`config.mk`:
```
export PLATFORM = sky130hd
export DESIGN_NAME = fetch_queue
export DESIGN_NICKNAME = d
export VERILOG_FILES = /design/src/rtl/fetch_queue_pkg.sv /design/src/rtl/fetch_queue_mem.sv /design/src/rtl/fetch_queue.sv
export SDC_FILE = /design/constraint.sdc
export NUM_CORES = 1
export LEC_CHECK = 0
export ABC_CLOCK_PERIOD_IN_PS = 3000
export BUFFER_PORTS_ARGS = -buffer_cell sky130_fd_sc_hd__clkbuf_2
export CORE_MARGIN = 10
export CORE_UTILIZATION = 33
export CTS_BUF_LIST = sky130_fd_sc_hd__clkbuf_4 sky130_fd_sc_hd__clkbuf_8
export DETAILED_ROUTE_END_ITERATION = 6
export GPL_TIMING_DRIVEN = 0
export SETUP_SLACK_MARGIN = 0.5
export SYNTH_ARGS = -nofsm -noshare
export SYNTH_HDL_FRONTEND = slang
export SYNTH_SLANG_ARGS = --single-unit
```
`constraint.sdc`:
```
create_clock -name clk -period 3 [get_ports clk]
set_clock_uncertainty 0.2 [all_clocks]
set_input_delay 0.15 -clock clk [delete_from_list [all_inputs] [get_ports clk]]
set_output_delay 0.15 -clock clk [all_outputs]
set_load 0.05 [all_outputs]
```
`src/rtl/fetch_queue_pkg.sv`:
```
// Shared definitions for the fetch queue: control-transfer opcodes, the
// default empty-slot instruction, the stored entry layout and small helpers.
package fetch_queue_pkg;

  localparam logic [6:0]  OPC_BRANCH = 7'b1100011;
  localparam logic [6:0]  OPC_JAL    = 7'b1101111;
  localparam logic [6:0]  OPC_JALR   = 7'b1100111;

  // RV32I addi x0,x0,0
  localparam logic [31:0] NOP_INSTR_DEFAULT = 32'h00000013;

  typedef struct packed {
    logic [31:0] pc;
    logic [31:0] instr;
    logic        is_branch;
  } fq_entry_t;

  function automatic logic is_ctrl_xfer(input logic [31:0] instr);
    logic result;
    case (instr[6:0])
      OPC_BRANCH: result = 1'b1;
      OPC_JAL:    result = 1'b1;
      OPC_JALR:   result = 1'b1;
      default:    result = 1'b0;
    endcase
    return result;
  endfunction

  function automatic logic [15:0] sat_add16(input logic [15:0] a, input logic [15:0] b);
    logic [16:0] sum;
    sum = {1'b0, a} + {1'b0, b};
    if (sum[16]) begin
      return 16'hFFFF;
    end else begin
      return sum[15:0];
    end
  endfunction

endpackage

```
`src/rtl/fetch_queue_mem.sv`:
```
// Entry storage for the fetch queue: one synchronous write port and one
// combinational read port. Contents are deliberately left unreset.
module fetch_queue_mem
  import fetch_queue_pkg::*;
#(
  parameter int DEPTH = 4,
  parameter int AW    = $clog2(DEPTH)
) (
  input  logic            clk,
  input  logic            wr_en,
  input  logic [AW-1:0]   wr_addr,
  input  fq_entry_t       wr_data,
  input  logic [AW-1:0]   rd_addr,
  output fq_entry_t       rd_data
);

  fq_entry_t mem_q [DEPTH];

  // Write port
  always_ff @(posedge clk) begin
    if (wr_en) begin
      mem_q[wr_addr] <= wr_data;
    end
  end

  // Read port
  always_comb begin
    rd_data = mem_q[rd_addr];
  end

endmodule

```
`src/rtl/fetch_queue.sv`:
```
// Fetch-to-decode decoupling FIFO with flush-on-redirect, opcode predecode
// and a saturating count of words discarded by flushes.
module fetch_queue
  import fetch_queue_pkg::*;
#(
  parameter int          DEPTH     = 4,
  parameter logic [31:0] NOP_INSTR = NOP_INSTR_DEFAULT
) (
  input  logic                       clk,
  input  logic                       reset,
  input  logic                       in_valid,
  output logic                       in_ready,
  input  logic [31:0]                in_pc,
  input  logic [31:0]                in_instr,
  input  logic                       flush,
  output logic                       out_valid,
  input  logic                       out_ready,
  output logic [31:0]                out_pc,
  output logic [31:0]                out_instr,
  output logic                       out_is_branch,
  output logic [$clog2(DEPTH):0]     count,
  output logic [15:0]                drop_count
);

  localparam int AW = $clog2(DEPTH);
  localparam int CW = AW + 1;
  localparam logic [CW-1:0] DEPTH_C = CW'(DEPTH);

  logic [AW-1:0] wr_ptr_q, wr_ptr_d;
  logic [AW-1:0] rd_ptr_q, rd_ptr_d;
  logic [CW-1:0] count_q, count_d;
  logic [15:0]   drop_count_q, drop_count_d;

  logic      push;
  logic      pop;
  fq_entry_t wr_entry;
  fq_entry_t head;

  // Handshake status depends only on registered occupancy
  always_comb begin
    out_valid = (count_q != {CW{1'b0}});
    in_ready  = (count_q != DEPTH_C);
    push      = in_valid & in_ready & ~flush;
    pop       = out_valid & out_ready & ~flush;
  end

  // Predecode the incoming word before it is stored
  always_comb begin
    wr_entry.pc        = in_pc;
    wr_entry.instr     = in_instr;
    wr_entry.is_branch = is_ctrl_xfer(in_instr);
  end

  fetch_queue_mem #(
    .DEPTH (DEPTH),
    .AW    (AW)
  ) u_mem (
    .clk     (clk),
    .wr_en   (push),
    .wr_addr (wr_ptr_q),
    .wr_data (wr_entry),
    .rd_addr (rd_ptr_q),
    .rd_data (head)
  );

  // Next-state: flush overrides any push/pop in the same cycle
  always_comb begin
    wr_ptr_d     = wr_ptr_q;
    rd_ptr_d     = rd_ptr_q;
    count_d      = count_q;
    drop_count_d = drop_count_q;
    if (flush) begin
      wr_ptr_d     = {AW{1'b0}};
      rd_ptr_d     = {AW{1'b0}};
      count_d      = {CW{1'b0}};
      drop_count_d = sat_add16(drop_count_q, 16'(count_q));
    end else begin
      if (push) begin
        wr_ptr_d = wr_ptr_q + AW'(1);
      end else begin
        wr_ptr_d = wr_ptr_q;
      end
      if (pop) begin
        rd_ptr_d = rd_ptr_q + AW'(1);
      end else begin
        rd_ptr_d = rd_ptr_q;
      end
      case ({push, pop})
        2'b10:   count_d = count_q + CW'(1);
        2'b01:   count_d = count_q - CW'(1);
        default: count_d = count_q;
      endcase
    end
  end

  // State registers
  always_ff @(posedge clk or posedge reset) begin
    if (reset) begin
      wr_ptr_q     <= {AW{1'b0}};
      rd_ptr_q     <= {AW{1'b0}};
      count_q      <= {CW{1'b0}};
      drop_count_q <= 16'h0000;
    end else begin
      wr_ptr_q     <= wr_ptr_d;
      rd_ptr_q     <= rd_ptr_d;
      count_q      <= count_d;
      drop_count_q <= drop_count_d;
    end
  end

  // Head outputs; an empty queue presents a NOP at pc 0
  always_comb begin
    if (out_valid) begin
      out_pc        = head.pc;
      out_instr     = head.instr;
      out_is_branch = head.is_branch;
    end else begin
      out_pc        = 32'h00000000;
      out_instr     = NOP_INSTR;
      out_is_branch = 1'b0;
    end
  end

  always_comb begin
    count      = count_q;
    drop_count = drop_count_q;
  end

endmodule

```
Yosys cells after proc, flatten, opt, wreduce, memory -nomap -nowiden

Memories as Yosys holds them, arrays and structs flattened.
Index checks and enable logic that the tools add are counted.

Bits in registers: 23
Bits in writable memories: 260
Bits of input ports: 69
Logic and storage cells: 39
Memories: 1

Memories:

| memory      | depth | width | rd ports | clocked after Yosys merged registers in | write ports | RTL line              | source |
|---|---|---|---|---|---|---|---|
| u_mem.mem_q | 4     | 65    | 1        | 0                                       | 1           | fetch_queue_mem.sv:17 | `fq_entry_t mem_q [DEPTH];` |

Add/subtract/negate cells: 5
Eq/ne operators: 6
Muxes and demuxes: 13
Bitwise logic cells: 5
Reduce and logical (&&, ||, !) cells: 5

Operator list:

| operator                                                              | number |
|---|---|
| 32-bit 2-to-1 mux                                                     | 2 |
| 7-bit equality test, second input constant                            | 3 |
| 16-bit by 3-bit adder with 17-bit output                              | 1 |
| 16-bit 2-to-1 mux                                                     | 1 |
| 2-bit 2-to-1 mux                                                      | 4 |
| 3-bit case mux with 2 select lines                                    | 1 |
| 3-bit nonzero test                                                    | 2 |
| 2-bit by 1-bit adder with 2-bit output, second input constant         | 2 |
| 1-bit AND                                                             | 4 |
| 1-bit 2-to-1 mux                                                      | 4 |
| 2-bit nonzero test                                                    | 2 |
| 3-bit by 1-bit adder with 3-bit output, second input constant         | 1 |
| 3-bit 2-to-1 mux                                                      | 1 |
| 3-bit inequality test, second input constant                          | 1 |
| 3-bit OR reduction                                                    | 1 |
| 3-bit by 1-bit subtractor with 3-bit output, second input constant    | 1 |
| 2-bit by 1-bit equality test with 1-bit output, second input constant | 1 |
| 2-bit equality test, second input constant                            | 1 |
| 1-bit inverter                                                        | 1 |

Longest topological paths before layout

Depth after elaboration: 6
Depth in mapped cells: 7

Hierarchy

From an unflattened synthesis, not the netlist that was laid out.

Cell total of the unflattened synthesis: 548
Area total of the unflattened synthesis: 11222.0 um^2

Modules (own cells, without submodules):

| module          | times used | cells each | area each (um^2) | sequential area each (um^2) |
|---|---|---|---|---|
| fetch_queue_mem | 1          | 343        | 9455.3           | 7807.5 |
| fetch_queue     | 1          | 205        | 1766.7           | 575.6 |

Worst setup path after synthesis

No wires, ideal clock.

Path type: reg2reg
Start point: register count_q[1], in the netlist count[1]
End point: memory u_mem.mem_q[0][0] (netlist bit) (enable)
Library setup time: 0.430 ns
Arrival: 2.932 ns
Data required time: 2.370 ns
Slack: -0.563 ns
Stages on the path, launching flop included: 5
Cells stage by stage: dfrtp_1 -> or3b_4 -> nand2_4 -> nor2_1 -> and2_1

Cells in the longest elaborated chain, start to end: 5

Ends and longest elaborated chain:

| element                                | RTL line              | source |
|---|---|---|
| start, declared                        | fetch_queue.sv:31     | `logic [CW-1:0] count_q, count_d;` |
| start signal, assigned                 | fetch_queue.sv:101    | `count_q <= {CW{1'b0}};` |
| start signal, assigned                 | fetch_queue.sv:106    | `count_q <= count_d;` |
| 3-bit inequality test                  | fetch_queue.sv:42     | `in_ready = (count_q != DEPTH_C);` |
| via in_ready                           | fetch_queue.sv:12     | `output logic in_ready,` |
| 1-bit AND (2 in series)                | fetch_queue.sv:43     | `push = in_valid & in_ready & ~flush;` |
| 1-bit 2-to-1 mux                       | fetch_queue_mem.sv:21 | `if (wr_en) begin` |
| 1-bit 2-to-1 mux (not written as such) | fetch_queue_mem.sv:22 | `mem_q[wr_addr] <= wr_data;` |
| end, declared                          | fetch_queue_mem.sv:17 |  |

The timed path passes the listed nets, and every way through them passes these cells.

Worst setup path in the final report

Start point: register rd_ptr_q[0]
End point: output port out_instr[15]

Cells in the longest elaborated chain, start to end: 2

Ends and longest elaborated chain:

| element                | RTL line           | source |
|---|---|---|
| start, declared        | fetch_queue.sv:30  | `logic [AW-1:0] rd_ptr_q, rd_ptr_d;` |
| start signal, assigned | fetch_queue.sv:100 | `rd_ptr_q <= {AW{1'b0}};` |
| start signal, assigned | fetch_queue.sv:105 | `rd_ptr_q <= rd_ptr_d;` |
| memory read 4 x 65 bit | -                  |  |
| 32-bit 2-to-1 mux      | fetch_queue.sv:113 | `if (out_valid) begin` |
| end, declared          | fetch_queue.sv:19  | `output logic [31:0] out_instr,` |

Every way passes these cells.

==> flow_metrics.tcl <==
set metrics [dict create \
    nets 932 \
    grt_pass1_wl_mm 39.7 \
    powerDensity_nw_per_um2 976 \
    finalSetupViolCount 0 \
    crit_fanout 6 \
    gr-total-overflow 0 \
    crit_required_ps 2650 \
    tightest_slew_ps 1120 \
    hp-class "input pin to async pin" \
    path_clk_slew_ps 60 \
    fillers 2842 \
    num_vias 6174 \
    critical_path.top_delay_family "buffers and inverters" \
    ys_seq_area_share_pct 74.8 \
    cp-end-kind "output pin" \
    final.setup.worst_slack_ps 340 \
    cpPeakStageDelay_ps 520 \
    finalHoldViolations 0 \
    gr-usage-met3_pct 3.41 \
    grt_max_degree 66 \
    clk_path_buf_depth 3 \
    rsz0062_at_grt "yes" \
    report.final.slew_viol_count 0 \
    syn_inst 558 \
    post-route-period-util_pct 88.7 \
    synth_edf_count 260 \
    place_inst 1159 \
    cp_num_buf_inv 5 \
    async_flop_share_pct 8.13 \
    root_buffer "clkbuf_8" \
    place_congestion 0.755 \
    status "finished clean" \
    portBuffers 153 \
    synth_fp_nets 636 \
    ys_dominant_reg_cell "edfxtp_1" \
    grt_use_met1_pct 14.9 \
    drt_wl_total_mm 25.9 \
    grt_usage_pct 12.3 \
    die_area_um2 41800 \
    met2_usage_pct 20.6 \
    die_x_um 204 \
    drv_cap 0 \
    cp-start-kind "flop" \
    drive_gt1_share_pct 46.1 \
    peakVddDrop_uv 584 \
    start_util_pct 33.4 \
    syn_avg_cell_area_um2 20.1 \
    cts_tree "done" \
    antenna_found_initial 0 \
    p_leak_uw 0.00569 \
    htreeDepth 2 \
    drtIter0Drc 208 \
    fin_util_pct 46.7 \
    post-route-min-period_ps 2660 \
    dr.pass1.iters 4 \
    max_slew_margin_pct 25.2 \
    cp_cell_sequence "buf_8 > buf_12 > buf_16 > buf_12 > mux4_2 > and2_4 > clkbuf_16" \
    grt_pass1_vias 6788 \
    path_class "flop to output pin" \
    fin_area_um2 15700 \
    yosysUniqueCellTypes 44 \
    yosys_warnings 0 \
    rows 67 \
    fmax_ghz 0.376 \
    die_h_um 204 \
    clkLatencyLatePin_ps 570 \
    ys_seq_elements 283 \
    place.detailed.hpwl_mm 14.6 \
    tns_ps 0 \
    flow.area_growth_from_synthesis_pct 39.6 \
    drcViolationCount 0 \
    cpMostUsedCell "buf_12" \
    grt.busiest_layer "met2" \
    clock_sinks 283 \
    synth_area_um2 11200 \
    place_ws_ps 251 \
    arrival_ps 2310 \
    coreArea_um2 33500 \
    drtAntennaViolNets 0 \
    final_common_cell "edfxtp_1" \
    layout_common_cells "edfxtp_1 (260), clkbuf_2 (89), dlygate4sd3_1 (69)" \
    postPlaceCellArea_um2 12600 \
    avgViaCountPerCell 4.59 \
    cts_inserted_buffers 49 \
    finalNonFillerCells 1344 \
    num_io_pins 155 \
    wl_per_cell_um 19.3 \
    worst_path_max_delay_cell "mux4_2" \
]
## synth_stat cells, types with 3 or more instances
library cell,number,area (um^2)
buf_2,6,30.0
a21oi_1,5,25.0
buf_6,3,33.8
nand3_1,7,35.0
nand2_1,15,56.3
or2_2,3,18.8
mux4_2,65,1460
inv_1,8,30.0
nor2_1,11,41.3
mux2i_1,3,30.0
o21ai_0,8,40.0
ha_1,7,87.6
and2_1,68,425
a31oi_1,6,37.5
dfrtp_1,23,576
xnor2_1,8,70.1
nand2b_1,3,18.8
clkbuf_1,15,56.3
edfxtp_1,260,7810
## per-layer routing
metal / share of wire [%] / wire length (um)
met3: 5.4 / 1400
met2: 51 / 13100
met4: 2.2 / 572
met1: 42 / 10800
met5: 0 / 0
## through the flow
| step | power [uW] | hold WS [ps] |
|---|---|---|
| floorplan | 8350 | -48.3 |
| global placement | 9590 | 171 |
| detailed placement | 9590 | 170 |
| CTS | 14700 | 88.1 |
| global route | 16000 | 105 |
| finish | 15300 | 119 |
## worst reg2reg max path, delay by kind of cell (launching register included)
family           cells  cell delay [ps]
AND/OR/NAND/NOR      4             1500
flip-flops           1              440
## kinds of logic (layout without fill, tap and decap cells)
| logic type | Yosys count | in the layout | share of synthesized area [%] |
|---|---|---|---|
| muxes | 69 | 69 | 13.5 |
| DFF | 283 | 283 | 74.8 |
| AOI/OAI and AO/OA | 27 | 27 | 1.47 |
| buffers and inverters | 33 | 370 | 1.41 |
| other | 0 | 1 | 0 |
| xor gates and xnor gates | 11 | 11 | 0.926 |
| and+or+nand+nor | 126 | 126 | 6.85 |
| adders and majority gates | 9 | 9 | 1.14 |
## layout make-up
| type | count | area [um^2] | area share, % |
|---|---|---|---|
| flip-flops and latches | 283 | 8390 | 53.6 |
| plain buffers | 25 | 293 | 1.87 |
| diodes | 1 | 2.50 | 0.0160 |
| repair buffers | 245 | 2530 | 16.1 |
| multi-input cells | 242 | 2830 | 18.1 |
| well taps | 448 | 561 | 3.58 |
| clock buffers | 70 | 851 | 5.44 |
| clock inverters | 22 | 173 | 1.10 |
| inverters | 8 | 30.0 | 0.192 |
## report_power, final
group | switching (uW) | total, uW | leakage, uW | internal [uW]
logic | 3680 | 6930 | 0.00249 | 3250
clock network | 1530 | 3610 | 0.000542 | 2080
registers | 136 | 4730 | 0.00266 | 4590
total | 5350 | 15300 | 0.00569 | 9930
## final timing paths
| path | from | end | slack (ps) | cells after the start |
|---|---|---|---|---|
| setup / recovery | rd_ptr_q[0] | out_instr[15] | 340 | 7 |
| hold / removal | reset | drop_count[6] | 120 | 3 |
| setup reg to reg | count[2] | u_mem.mem_q[1][16] | 430 | 4 |
| hold reg to reg | drop_count[15] | drop_count[15] | 330 | 1 |
| max in group asynchronous | reset | count[0] | 1830 | 3 |
| min in group clk | in_instr[28] | u_mem.mem_q[1][29] | 140 | 2 |
## sequential cells by signal, indices dropped and copies added (netlist names)
register	cells
count	3
rd_ptr_q	2
drop_count	16
wr_ptr_q	2
u_mem.mem_q	260
## what timing repair did
| item | 4_1_cts | 5_1_grt |
|---|---|---|
| pin swaps | 5 | 16 |
| setup endpoints to repair | 337 | 337 |
| gates cloned | 3 | 4 |
| hold buffers | 69 | 0 |
| hold endpoints to repair | 302 | 0 |
| gates resized for setup | 190 | 131 |
| buffers inserted | 10 | 6 |
Power figures use the tool's default switching activity.
